--- src/rtl/funnel_dat_gearbox.sv ---
// rtl/funnel_dat_gearbox.sv - wide-to-narrow lane gearbox with per-word order/length config
module funnel_dat_gearbox #(
    parameter int LANE_W = 128,
    parameter int N_IN   = 4,
    parameter int N_OUT  = 1
) (
    input  logic                    clk,
    input  logic                    reset,
    input  logic [N_IN*LANE_W-1:0]  t_0_dat,
    input  logic                    t_0_req,
    output logic                    t_0_ack,
    input  logic [7:0]              t_cfg_dat,
    output logic [N_OUT*LANE_W-1:0] i_0_dat,
    output logic                    i_0_req,
    input  logic                    i_0_ack,
    output logic                    i_0_last,
    output logic [7:0]              mode
);

    localparam int BEATS = N_IN / N_OUT;
    localparam int CNT_W = $clog2(BEATS) + 1;
    localparam int GRP_W = N_OUT * LANE_W;

    if ((N_OUT > N_IN) || ((N_IN % N_OUT) != 0)) begin : g_bad_lanes
        $error("funnel_dat_gearbox: N_IN must be an integer multiple of N_OUT");
    end

    typedef enum logic {IDLE, SEND} state_t;

    state_t                  state, state_nxt;
    logic [N_IN*LANE_W-1:0]  word;
    logic [CNT_W-1:0]        beat;
    logic [CNT_W-1:0]        beat_nxt;
    logic                    accept;
    logic                    advance;

    // Index of the final beat: LEN_M1 clamped to the number of groups in a word.
    function automatic logic [CNT_W-1:0] last_of(input logic [7:0] cfg);
        if (int'(cfg[7:4]) >= BEATS - 1)
            return CNT_W'(BEATS - 1);
        else
            return CNT_W'(cfg[7:4]);
    endfunction

    function automatic logic [GRP_W-1:0] group_of(input logic [N_IN*LANE_W-1:0] w,
                                                  input logic [CNT_W-1:0]       k,
                                                  input logic                   rev);
        int g;
        g = rev ? (BEATS - 1 - int'(k)) : int'(k);
        return w[g*GRP_W +: GRP_W];
    endfunction

    assign accept   = t_0_req & t_0_ack;
    assign advance  = (state == SEND) & i_0_ack & ~i_0_last;
    assign beat_nxt = beat + 1'b1;

    always_ff @(posedge clk) begin
        if (reset)
            state <= IDLE;
        else
            state <= state_nxt;
    end

    always_comb begin
        state_nxt = state;
        case (state)
            IDLE: if (accept) state_nxt = SEND;
            SEND: if (i_0_ack && i_0_last) state_nxt = accept ? SEND : IDLE;
            default: state_nxt = IDLE;
        endcase
    end

    // The accept path reaches back through i_0_ack so a new word can replace the last beat without a bubble.
    always_comb begin
        i_0_req = (state == SEND);
        t_0_ack = ~reset & ((state == IDLE) | (i_0_ack & i_0_last));
    end

    always_ff @(posedge clk) begin
        if (reset) begin
            word     <= '0;
            beat     <= '0;
            i_0_dat  <= '0;
            i_0_last <= 1'b0;
            mode     <= '0;
        end else if (accept) begin
            word     <= t_0_dat;
            mode     <= t_cfg_dat;
            beat     <= '0;
            i_0_dat  <= group_of(t_0_dat, '0, t_cfg_dat[0]);
            i_0_last <= (last_of(t_cfg_dat) == '0);
        end else if (advance) begin
            beat     <= beat_nxt;
            i_0_dat  <= group_of(word, beat_nxt, mode[0]);
            i_0_last <= (beat_nxt == last_of(mode));
        end
    end

endmodule
--- config.mk ---
export PLATFORM = sky130hd
export DESIGN_NAME = funnel_dat_gearbox
export DESIGN_NICKNAME = d
export VERILOG_FILES = /design/src/rtl/funnel_dat_gearbox.sv
export SDC_FILE = /design/constraint.sdc
export NUM_CORES = 1
export LEC_CHECK = 0
export ABC_CLOCK_PERIOD_IN_PS = 6700
export BUFFER_PORTS_ARGS = -buffer_cell sky130_fd_sc_hd__buf_2
export CAP_MARGIN = 20
export CELL_PAD_IN_SITES_DETAIL_PLACEMENT = 1
export CELL_PAD_IN_SITES_GLOBAL_PLACEMENT = 2
export CORE_MARGIN = 2
export CORE_UTILIZATION = 34
export CTS_CLUSTER_DIAMETER = 80
export DETAILED_ROUTE_END_ITERATION = 8
export PLACE_DENSITY_LB_ADDON = 0.15
export SYNTH_ARGS = -nofsm -noshare
export SYNTH_HDL_FRONTEND = slang
export SYNTH_SLANG_ARGS = --single-unit
--- constraint.sdc ---
create_clock -name clk -period 6.7 [get_ports clk]
set_input_delay 1.34 -clock clk [delete_from_list [all_inputs] [get_ports clk]]
set_output_delay 1.34 -clock clk [all_outputs]
set_load 0.005 [all_outputs]
==> out/metrics.yaml, run 1 <==
status: "completed"
first_global_vias: 25800
critical_path.max_stage_delay_ns: 0.70
post-synth-top-count-cell: "sky130_fd_sc_hd__nand2_1"
cp.buffers_inverters: 2
holdCritPathClass: "register to register"
detail_route.first_pass.iterations: 5
synth-edff-count: 0
vias_per_cell: 5.00
path_delay_family: "buffers and inverters"
post_route_cells_drive_above_1_share_pct: 22.6
synth_common_cells: "sky130_fd_sc_hd__nand2_1, sky130_fd_sc_hd__dfxtp_1, sky130_fd_sc_hd__nand3b_1, sky130_fd_sc_hd__nand2b_1, sky130_fd_sc_hd__o21ai_0"
areaGrowthSynthToFinish_pct: 22.7
number_of_top_level_pins: 663
relSlewSlack_pct: 25.7
timing_hold_violations_final: 0
route.antenna.remaining_nets: 0
final-instance-count-excl-fill: 5059
synth_cell_types: 39
grt_overflow_total: 0
yosys_most_used_dff: "sky130_fd_sc_hd__dfxtp_1"
fin_tns_setup_ns: 0
place_inst: 4886
post_drt_wl_per_cell_um: 20.6
maxCapViolCount: 0
timing.critical_path.cells: "buf_8 > nand2b_4 > a22o_4 > nor2b_4 > buf_4 > a221o_1"
cp_max_fo: 78
cts_repair_resize_count: 0
finish_stage_setup_viols: 0
synth.area.top_cells: "sky130_fd_sc_hd__dfxtp_1, sky130_fd_sc_hd__nand2_1, sky130_fd_sc_hd__nand3b_1"
place.port_buffers: 662
grt_antenna_before_repair: 81
placement_rows: 106
core_box_area_um2: 84000
htree_levels: 3
powerDensity_nw_per_um2: 281
gr_usage_total_pct: 23.1
leakagePower_nw: 15.4
syn-num-nets: 3875
fin_worst_skew_ns: 0.0322
buffer_type_at_the_clock_tree_root: "sky130_fd_sc_hd__clkbuf_16"
clock_tree_from_tritoncts: "done"
routed-via-count: 25300
tightestPinTransition_ns: 1.11
ys_warn_count: 0
post_cts_hold_fix_bufs: 0
crit_arrival_ns: 4.21
pre_cts_ws_ns: 2.35
timing.critical_path.from_type: "primary input"
clkLatencyLatePin_ns: 0.63
setup_repair_after_global_routing_missed_its_margin: "false"
worst_ep_required_time_ns: 7.25
dieWidth_um: 296
final_max_tran_viols: 0
place_congestion: 0.800
synthCells: 3350
cp_slowest_cell: "sky130_fd_sc_hd__nor2b_4"
portion_of_the_clock_cycle_consumed_by_the_worst_path_in_the_final_layout_pct: 54.5
fmaxAchievable_mhz: 274
drc: 0
element_type_at_the_critical_path_end: "register"
clock-sinks: 653
fp.dieH_um: 296
yosysSeqAreaShare_pct: 45.2
synth_top_area_share_pct: 45.2
synth.cell_area_um2: 28900
clock_path_buffers: 3
synth.largest_area_cell: "sky130_fd_sc_hd__dfxtp_1"
largest_net_degree_at_the_start_of_global_routing: 229
first_pass_grt_wire_length_mm: 157
postSynthRegisterBits: 653
critical_path_class: "primary input to register"
finalWirelength_mm: 104
postSynth.asyncResetShare_pct: 0
cts_buffers: 77
die-area_um2: 87400
design.final.nets: 4356
vdd_drop_max_mv: 0.152
post-route-min-period_ns: 3.65
initial_core_util_pct: 34.4
postCtsSetupBuffers: 0
finalWorstSetupSlack_ns: 3.05
post_dp_hpwl_mm: 67.3
fillers: 10000
post_synth.cell_area_avg_um2: 8.63
initialDrtViolationCount: 1330
cts.clk_slew.worst_paths_ns: 0.06
final timing paths:
check / from / end / slack [ns] / depth (start not counted)
worst max-delay path: reset / i_0_dat[68] / 3.05 / 6
worst max register to register: beat[0] / i_0_dat[22] / 3.63 / 6
worst min register to register: word[476] / word[476] / 0.47 / 2
worst min-delay path: word[476] / word[476] / 0.47 / 2
worst min-delay path, delay by kind of cell, from the launching register on:
family | cells | cell delay [ns]
flops | 1 | 0.30
simple gates | 2 | 0.13
layer usage:
metal | part of all wire, % | GRT usage (%) | vias up | routed length, µm
met5 | 0.39 | 0 | - | 405
met2 | 47 | 38.4 | 588 | 49200
met1 | 43 | 28.8 | 12100 | 45000
li1 | - | - | 12400 | -
met3 | 6.4 | 6.48 | 225 | 6650
met4 | 3.0 | 7.71 | 60 | 3140
cell families (layout without fill, tap and decap cells):
logic type	Yosys count	in the layout	synth area share (%)
AOI/OAI and AO/OA	561	561	12.1
xor gates and xnor gates	8	8	0.294
adders and majority gates	1	1	0.0433
buffers and inverters	349	885	4.91
DFF	653	653	45.2
muxes	257	257	11.8
other	0	39	0
and+or+nand+nor	1521	1521	25.6
sequential cells by signal (all words and copies together) (netlist names):
name,flops
word,512
i_0_req,1
beat,3
i_0_dat,128
mode,8
i_0_last,1
layout make-up:
| cell class | instances | area (µm²) | share of cell area, % |
|---|---|---|---|
| Clock inverter | 16 | 196 | 0.554 |
| Sequential cell | 653 | 13100 | 36.8 |
| Antenna cell | 39 | 97.6 | 0.275 |
| Tap cell | 1134 | 1420 | 4.00 |
| Inverter | 62 | 233 | 0.656 |
| Multi-Input combinational cell | 2348 | 14500 | 40.8 |
| Timing Repair Buffer | 689 | 3670 | 10.4 |
| Clock buffer | 118 | 2310 | 6.50 |
metrics by stage:
step	utilization, %	power, W	hold WS (ns)	area (µm²)
2_1_floorplan	-	0.00526	0.446	28900
3_3_place_gp	39.2	0.00584	0.458	32900
4_1_cts	42.1	0.0101	0.474	35400
5_1_grt	42.2	0.0104	0.489	35400
6_report	42.3	0.00998	0.471	35500
3_5_place_dp	39.2	0.00586	0.464	32900
report_power, final:
| part | internal (W) | switching [W] |
|---|---|---|
| Combinational | 0.000617 | 0.000795 |
| Clock | 0.00249 | 0.00173 |
| Sequential | 0.00418 | 0.000162 |
| Total | 0.00728 | 0.00269 |
cell usage in the layout (no fill, tap or decap), types with 2 or more instances in the layout:
master,n
sky130_fd_sc_hd__nand2_1,915
sky130_fd_sc_hd__buf_2,660
sky130_fd_sc_hd__dfxtp_1,653
sky130_fd_sc_hd__nand3b_1,275
sky130_fd_sc_hd__nand2b_1,246
sky130_fd_sc_hd__o21ai_0,244
sky130_fd_sc_hd__mux2i_1,189
sky130_fd_sc_hd__a21oi_1,120
sky130_fd_sc_hd__clkbuf_16,81
sky130_fd_sc_hd__nor2_1,71
sky130_fd_sc_hd__a221o_1,69
sky130_fd_sc_hd__mux4_2,68
sky130_fd_sc_hd__inv_1,62
sky130_fd_sc_hd__o22ai_1,60
sky130_fd_sc_hd__o31a_1,60
sky130_fd_sc_hd__diode_2,39
sky130_fd_sc_hd__clkbuf_1,23
sky130_fd_sc_hd__buf_4,16
sky130_fd_sc_hd__clkbuf_8,15
sky130_fd_sc_hd__buf_12,11
sky130_fd_sc_hd__clkinv_2,6
sky130_fd_sc_hd__nor3_1,4
sky130_fd_sc_hd__xor2_1,3
sky130_fd_sc_hd__bufinv_16,3
sky130_fd_sc_hd__xnor2_1,2
sky130_fd_sc_hd__clkinv_8,2
sky130_fd_sc_hd__clkinvlp_4,2
Note: power is estimated with default switching activity, not from simulation.
==> run 2, diff against run 1 <==
--- a/config.mk
+++ b/config.mk
@@ -5,13 +5,14 @@
 export SDC_FILE = /design/constraint.sdc
 export NUM_CORES = 1
 export LEC_CHECK = 0
-export ABC_CLOCK_PERIOD_IN_PS = 6700
+export ABC_AREA = 1
+export ABC_CLOCK_PERIOD_IN_PS = 3000
 export BUFFER_PORTS_ARGS = -buffer_cell sky130_fd_sc_hd__buf_2
 export CAP_MARGIN = 20
 export CELL_PAD_IN_SITES_DETAIL_PLACEMENT = 1
 export CELL_PAD_IN_SITES_GLOBAL_PLACEMENT = 2
 export CORE_MARGIN = 2
-export CORE_UTILIZATION = 34
+export CORE_UTILIZATION = 27
 export CTS_CLUSTER_DIAMETER = 80
 export DETAILED_ROUTE_END_ITERATION = 8
 export PLACE_DENSITY_LB_ADDON = 0.15
==> constraint.sdc (replaced) <==
create_clock -name clk -period 3 [get_ports clk]
set_input_delay 0.6 -clock clk [delete_from_list [all_inputs] [get_ports clk]]
set_output_delay 0.6 -clock clk [all_outputs]
set_load 0.005 [all_outputs]
==> run 2 against run 1 <==
Final area up 3.2%. Setup slack worse by 2.4 ns. Critical endpoint is now i_0_dat[36]. Via count grew 16%. Highest routed layer unchanged. Combinational power increased to 2.8 times the previous value.
==> out/metrics.yaml, run 2 <==
multi_input_area_um2: 12300  # was 14500 µm²
largest_net_degree_at_the_start_of_global_routing: 122  # was 229
design.final.nets: 5113  # was 4356
relSlewSlack_pct: 35.0  # was 25.7%
route.antenna.remaining_nets: 0  # unchanged
power.share.clock_pct: 43.4  # was 42.3%
initialDrtViolationCount: 1507  # was 1330
crit_start: "mode[0]"  # was reset
postSynthRegisterBits: 653  # unchanged
post-route-min-period_ns: 2.40
seqCellArea_um2: 13100  # unchanged
flip_flop_count_of_the_largest_register_after_layout: 512  # unchanged
critical_path_class: "register to register"  # was primary input to register
largest_registers: "word x512, i_0_dat x128, mode x8"  # unchanged
timing.hold.worst.start: "t_0_dat[246]"  # was word[476]
synth_cell_types: 21  # was 39
top_library_cells_by_usage_in_the_layout_fill_and_taps_aside: "sky130_fd_sc_hd__nand2_1, sky130_fd_sc_hd__nand3_1, sky130_fd_sc_hd__buf_2"  # was sky130_fd_sc_hd__nand2_1, sky130_fd_sc_hd__buf_2, sky130_fd_sc_hd__dfxtp_1
cellInternalPower_w: 0.0171  # was 0.00728 W
largest_register: "word"  # unchanged
syn-num-nets: 4613  # was 3875
cts_buffers: 83  # was 77
power.share.sequential_pct: 40.2  # was 43.5%
placement_rows: 120  # was 106
combinationalPowerShare_pct: 16.4  # was 14.2%
fin_worst_skew_ns: 0.0262  # was 0.0322 ns
vias_per_cell: 4.84  # was 5.00
synth.largest_area_cell: "sky130_fd_sc_hd__dfxtp_1"  # unchanged
grt_overflow_total: 0  # unchanged
fin_tns_setup_ns: 0  # unchanged
grt_antenna_before_repair: 32  # was 81
synth-edff-count: 0  # unchanged
post_cts_hold_fix_bufs: 0  # unchanged
finalWorstSetupSlack_ns: 0.601  # was 3.05 ns
synth.cell_area_um2: 29100  # was 28900 µm²
portion_of_the_clock_cycle_consumed_by_the_worst_path_in_the_final_layout_pct: 80.0
areaGrowthSynthToFinish_pct: 25.9  # was 22.7%
tightestPinTransition_ns: 0.975  # was 1.11 ns
worst_hold_slack_ns: 0.150  # was 0.471 ns
crit-reg2reg-launch: "mode[0]"  # was beat[0]
yosysSeqAreaShare_pct: 44.9  # was 45.2%
clock-sinks: 653  # unchanged
fmaxAchievable_mhz: 417
element_type_at_the_critical_path_end: "register"  # unchanged
post_synth.cell_area_avg_um2: 7.11  # was 8.63 µm²
postCtsSetupBuffers: 0  # unchanged
finalWirelength_mm: 128  # was 104 mm
core_box_area_um2: 107000  # was 84000 µm²
leakagePower_nw: 17.9  # was 15.4 nW
fillers: 13300  # was 10000
initial_core_util_pct: 27.2  # was 34.4%
clock_tree_from_tritoncts: "done"  # unchanged
synth.area.top_cells: "sky130_fd_sc_hd__dfxtp_1, sky130_fd_sc_hd__nand3_1, sky130_fd_sc_hd__nand2_1"  # was sky130_fd_sc_hd__dfxtp_1, sky130_fd_sc_hd__nand2_1, sky130_fd_sc_hd__nand3b_1
cp_max_fo: 106  # was 78
synth_top_area_share_pct: 44.9  # was 45.2%
clkLatencyLatePin_ns: 0.66  # was 0.63 ns
synth_common_cells: "sky130_fd_sc_hd__nand2_1, sky130_fd_sc_hd__nand3_1, sky130_fd_sc_hd__dfxtp_1, sky130_fd_sc_hd__inv_1, sky130_fd_sc_hd__o21ai_0"  # was sky130_fd_sc_hd__nand2_1, sky130_fd_sc_hd__dfxtp_1, sky130_fd_sc_hd__nand3b_1, sky130_fd_sc_hd__nand2b_1, sky130_fd_sc_hd__o21ai_0
vdd_drop_max_mv: 0.380  # was 0.152 mV
postSynth.asyncResetShare_pct: 0  # unchanged
dieWidth_um: 332  # was 296 µm
number_of_top_level_pins: 663  # unchanged
yosys_most_used_dff: "sky130_fd_sc_hd__dfxtp_1"  # unchanged
totalPowerFinal_w: 0.0240  # was 0.00998 W
final-instance-count-excl-fill: 6065  # was 5059
post_route_cells_drive_above_1_share_pct: 19.0  # was 22.6%
first_global_vias: 30500  # was 25800
crit_arrival_ns: 2.99  # was 4.21 ns
place.port_buffers: 662  # unchanged
pre_cts_ws_ns: 0.591  # was 2.35 ns
post-synth-top-count-cell: "sky130_fd_sc_hd__nand2_1"  # unchanged
cts.clk_slew.worst_paths_ns: 0.06  # about the same
powerDensity_nw_per_um2: 656  # was 281 nW/µm²
fp.dieH_um: 332  # was 296 µm
post_dp_hpwl_mm: 84.7  # was 67.3 mm
setup_repair_after_global_routing_missed_its_margin: "false"  # unchanged
place_inst: 5906  # was 4886
buffer_type_at_the_clock_tree_root: "sky130_fd_sc_hd__clkbuf_16"  # unchanged
gr_usage_total_pct: 22.7  # was 23.1%
post_drt_wl_per_cell_um: 21.1  # was 20.6 µm
htree_levels: 3  # unchanged
drc: 0  # unchanged
detail_route.first_pass.iterations: 5  # unchanged
p_sw_w: 0.00693  # was 0.00269 W
synthCells: 4088  # was 3350
holdCritPathClass: "primary input to register"  # was register to register
final_common_cell: "sky130_fd_sc_hd__nand2_1"  # unchanged
place_congestion: 0.781  # was 0.800
maxCapViolCount: 0  # unchanged
ys_warn_count: 0  # unchanged
cts_repair_resize_count: 0  # unchanged
first_pass_grt_wire_length_mm: 194  # was 157 mm
finish_stage_setup_viols: 0  # unchanged
timing_hold_violations_final: 0  # unchanged
timing.critical_path.from_type: "register"  # was primary input
worst_ep_required_time_ns: 3.59  # was 7.25 ns
routed-via-count: 29400  # was 25300
status: "completed"  # unchanged
final_max_tran_viols: 0  # unchanged
power.switching_fraction_pct: 28.8  # was 27.0%
die-area_um2: 110000  # was 87400 µm²
clock_path_buffers: 3  # unchanged
[run 2: cell types whose count changed after synthesis, moves of 133 or more]
cell,before,now
sky130_fd_sc_hd__a22o_1,1,183
sky130_fd_sc_hd__buf_2,31,184
sky130_fd_sc_hd__clkbuf_1,239,106
sky130_fd_sc_hd__inv_1,62,600
sky130_fd_sc_hd__mux2i_1,189,0
sky130_fd_sc_hd__nand2b_1,246,0
sky130_fd_sc_hd__nand3_1,0,771
sky130_fd_sc_hd__nand3b_1,275,0
sky130_fd_sc_hd__o21ai_0,244,394
[run 2: stage by stage]
stage	instance area, µm²	util [%]
2_1_floorplan	29100	-
3_3_place_gp	33800	31.6
3_5_place_dp	33800	31.6
4_1_cts	36600	34.2
5_1_grt	36600	34.2
6_report	36600	34.3
[run 2: power by group through the flow]
stage / Sequential [W] / Combinational [W] / Clock [W]
final: 0.00965 / 0.00394 / 0.0104
after global routing: 0.00972 / 0.00444 / 0.0111
after CTS: 0.00965 / 0.00402 / 0.0107
after detailed placement: 0.00984 / 0.00400 / 0
after global placement: 0.00983 / 0.00398 / 0
after floorplan: 0.00974 / 0.00229 / 0
[run 2: layout make-up]
cell class | count | share of cell area [%]
repair buffers | 736 | 11.9
clock inverters | 25 | 0.936
well taps | 1403 | 4.79
flip-flops and latches | 653 | 35.7
clock buffers | 122 | 6.71
inverters | 607 | 6.30
diodes | 12 | 0.0820
multi-input cells | 2507 | 33.6
[run 2: cell families (layout without fill, tap and decap cells)]
logic type | after synthesis | count (layout) | synth area share (%)
XOR/XNOR | 1 | 1 | 0.0301
other | 0 | 12 | 0
buffers and inverters | 928 | 1490 | 13.0
adder cells (fa/ha/maj) | 1 | 1 | 0.0430
flip-flops | 653 | 653 | 44.9
AO/OA/AOI/OAI | 711 | 711 | 15.4
AND/OR/NAND/NOR | 1794 | 1794 | 26.6
[run 2: critical path, stage by stage, from the launching register on]
cell                      delay, ns
sky130_fd_sc_hd__dfxtp_1       0.54
sky130_fd_sc_hd__inv_1         0.25
sky130_fd_sc_hd__nand2_8       0.27
sky130_fd_sc_hd__buf_12        0.42
sky130_fd_sc_hd__nand3_1       0.22
sky130_fd_sc_hd__nand3_1       0.15
sky130_fd_sc_hd__nand3_1       0.10
sky130_fd_sc_hd__nand3_1       0.11
sky130_fd_sc_hd__nand2_1       0.06
sky130_fd_sc_hd__inv_1         0.04
[run 2: routing by layer]
metal	vias to the layer above	track usage, %	part of all wire [%]
li1	14300	-	-
met1	14100	29.0	45
met2	705	37.4	46
met3	229	4.99	5.3
met4	26	8.47	3.5
met5	-	0	0.13
[run 2: path summary, 6_finish.rpt]
check | to | slack (ns) | depth (start not counted)
worst min-delay path | word[246] | 0.15 | 3
worst max-delay path | i_0_dat[36] | 0.60 | 9
worst max register to register | i_0_dat[36] | 0.60 | 9
worst min register to register | word[398] | 0.46 | 2
==> run 3, diff against run 2 <==
--- a/config.mk
+++ b/config.mk
@@ -6,13 +6,13 @@
 export NUM_CORES = 1
 export LEC_CHECK = 0
 export ABC_AREA = 1
-export ABC_CLOCK_PERIOD_IN_PS = 3000
+export ABC_CLOCK_PERIOD_IN_PS = 2450
 export BUFFER_PORTS_ARGS = -buffer_cell sky130_fd_sc_hd__buf_2
 export CAP_MARGIN = 20
 export CELL_PAD_IN_SITES_DETAIL_PLACEMENT = 1
 export CELL_PAD_IN_SITES_GLOBAL_PLACEMENT = 2
 export CORE_MARGIN = 2
-export CORE_UTILIZATION = 27
+export CORE_UTILIZATION = 30
 export CTS_CLUSTER_DIAMETER = 80
 export DETAILED_ROUTE_END_ITERATION = 8
 export PLACE_DENSITY_LB_ADDON = 0.15
==> constraint.sdc (replaced) <==
create_clock -name clk -period 2.45 [get_ports clk]
set_input_delay 0.49 -clock clk [delete_from_list [all_inputs] [get_ports clk]]
set_output_delay 0.49 -clock clk [all_outputs]
set_load 0.005 [all_outputs]
==> run 3 against run 2 <==
Sequential power grew 22%. First-iteration DRC count grew 12%. Combinational power grew 24%. Total power grew 19%. Clock skew shrank 0.0048 ns.
==> out/metrics.yaml, run 3 (synthesis gave the netlist of run 2 again) <==
power.share.sequential_pct: 41.4  # was 40.2%
cts_repair_resize_count: 0  # unchanged
status: "completed"  # unchanged
place.port_buffers: 662  # unchanged
drc: 0  # unchanged
fin_worst_skew_ns: 0.0214  # was 0.0262 ns
buffer_type_at_the_clock_tree_root: "sky130_fd_sc_hd__clkbuf_16"  # unchanged
crit_arrival_ns: 1.52  # was 2.99 ns
power.share.clock_pct: 41.5  # was 43.4%
initialDrtViolationCount: 1695  # was 1507
finalWirelength_mm: 126  # was 128 mm
placement_rows: 114  # was 120
portion_of_the_clock_cycle_consumed_by_the_worst_path_in_the_final_layout_pct: 82.0
p_sw_w: 0.00842  # was 0.00693 W
design.final.nets: 5123  # was 5113
element_type_at_the_critical_path_end: "primary output"  # was register
placedInstanceArea_um2: 34000  # was 33800 µm²
combinationalPowerShare_pct: 17.1  # was 16.4%
core_box_area_um2: 96400  # was 107000 µm²
fin_tns_setup_ns: 0  # unchanged
top_library_cells_by_usage_in_the_layout_fill_and_taps_aside: "sky130_fd_sc_hd__nand2_1, sky130_fd_sc_hd__nand3_1, sky130_fd_sc_hd__buf_2"  # unchanged
setup_repair_after_global_routing_missed_its_margin: "false"  # unchanged
clock_tree_from_tritoncts: "done"  # unchanged
relSlewSlack_pct: 38.9  # was 35.0%
timing_hold_violations_final: 0  # unchanged
post_route_cells_drive_above_1_share_pct: 18.9  # was 19.0%
finish_stage_setup_viols: 0  # unchanged
cts.clk_slew.worst_paths_ns: 0.06  # about the same
critical_path_class: "register to primary output"  # was register to register
clkLatencyLatePin_ns: 0.65  # was 0.66 ns
fillers: 12200  # was 13300
timing.critical_path.from_type: "register"  # unchanged
maxCapViolCount: 0  # unchanged
holdCritPathClass: "primary input to register"  # unchanged
number_of_top_level_pins: 663  # unchanged
first_pass_grt_wire_length_mm: 189  # was 194 mm
leakagePower_nw: 17.9  # about the same
largest_register: "word"  # unchanged
detail_route.first_pass.iterations: 7  # was 5
power.switching_fraction_pct: 29.5  # was 28.8%
routed-via-count: 29300  # was 29400
initial_core_util_pct: 30.2  # was 27.2%
first_global_vias: 29800  # was 30500
clock-sinks: 653  # unchanged
clock_path_buffers: 3  # unchanged
worst_r2r_path_depth: 12  # was 9
final_common_cell: "sky130_fd_sc_hd__nand2_1"  # unchanged
dieWidth_um: 315  # was 332 µm
die-area_um2: 99500  # was 110000 µm²
route.antenna.remaining_nets: 0  # unchanged
largest_net_degree_at_the_start_of_global_routing: 121  # was 122
place_congestion: 0.783  # was 0.781
post_drt_wl_per_cell_um: 21.2  # was 21.1 µm
final_design_area_no_fill_um2: 36600  # about the same
largest_registers: "word x512, i_0_dat x128, mode x8"  # unchanged
gr_usage_total_pct: 24.8  # was 22.7%
flip_flop_count_of_the_largest_register_after_layout: 512  # unchanged
post_dp_hpwl_mm: 84.4  # was 84.7 mm
tightestPinTransition_ns: 0.917  # was 0.975 ns
final_max_tran_viols: 0  # unchanged
worst_ep_required_time_ns: 1.96  # was 3.59 ns
powerDensity_nw_per_um2: 780  # was 656 nW/µm²
fmaxAchievable_mhz: 498
fp.dieH_um: 315  # was 332 µm
htree_levels: 3  # unchanged
cp_max_fo: 4  # was 106
vias_per_cell: 4.93  # was 4.84
areaGrowthSynthToFinish_pct: 25.9  # about the same
cts_buffers: 82  # was 83
vdd_drop_max_mv: 0.502  # was 0.380 mV
grt_overflow_total: 0  # unchanged
grt_antenna_before_repair: 47  # was 32
cellInternalPower_w: 0.0201  # was 0.0171 W
post-route-min-period_ns: 2.01
worst_hold_path.num_cells: 3  # unchanged
==> run 3: cell type report <==
type                            count  area, µm²  area share [%]
Multi-Input combinational cell   2507      12300            33.6
Tap cell                         1276       1600            4.36
Timing Repair Buffer              747       4700            12.8
Sequential cell                   653      13100            35.7
Inverter                          607       2300            6.30
Antenna cell                       15       37.5           0.103
Clock buffer                      128       2420            6.60
Clock inverter                     19        161           0.441
==> run 3: stage by stage <==
step                      util, %  setup slack [ns]  cells  hold WS, ns  total power, W
after floorplan                 -             0.744   4088        0.429          0.0147
after global placement       35.2             0.328   5788        0.439          0.0169
after detailed placement     35.2             0.286   5788        0.445          0.0170
after CTS                    37.9             0.370   5937      0.00465          0.0290
after global routing         38.0             0.253   5950       0.0303          0.0300
final                        38.0             0.442   5952       0.0501          0.0285
==> run 3: final timing paths <==
| kind | start | end | slack [ns] |
|---|---|---|---|
| worst min-delay path | t_0_dat[235] | word[235] | 0.05 |
| worst max-delay path | i_0_last | t_0_ack | 0.44 |
| worst min register to register | word[394] | word[394] | 0.45 |
| worst max register to register | beat[0] | i_0_dat[91] | 0.45 |
==> run 3: power groups by stage <==
stage               combinational, W  clock [W]  sequential, W
CTS                          0.00496     0.0122         0.0118
global route                 0.00548     0.0127         0.0119
global placement             0.00489          0         0.0120
detailed placement           0.00493          0         0.0120
floorplan                    0.00281          0         0.0119
finish                       0.00488     0.0118         0.0118
==> run 3: layer usage <==
| metal | up-vias | global-route usage [%] | routed length (µm) |
|---|---|---|---|
| met5 | - | 0 | 231 |
| met4 | 34 | 8.85 | 3930 |
| met3 | 217 | 5.07 | 7060 |
| met2 | 694 | 40.9 | 58900 |
| met1 | 14100 | 32.0 | 56300 |
| li1 | 14300 | - | - |
==> run 3: timing repair <==
item,in CTS,in global routing
hold endpoints to repair,2,0
buffers inserted,0,0
hold buffers,2,0
==> run 3: worst max-delay path, stage by stage, from the launching register on <==
cell                      delay (ns)
sky130_fd_sc_hd__dfxtp_1        0.37
sky130_fd_sc_hd__nand2_1        0.07
sky130_fd_sc_hd__nand2_1        0.14
sky130_fd_sc_hd__nand2_1        0.07
sky130_fd_sc_hd__inv_1          0.09
sky130_fd_sc_hd__buf_2          0.12
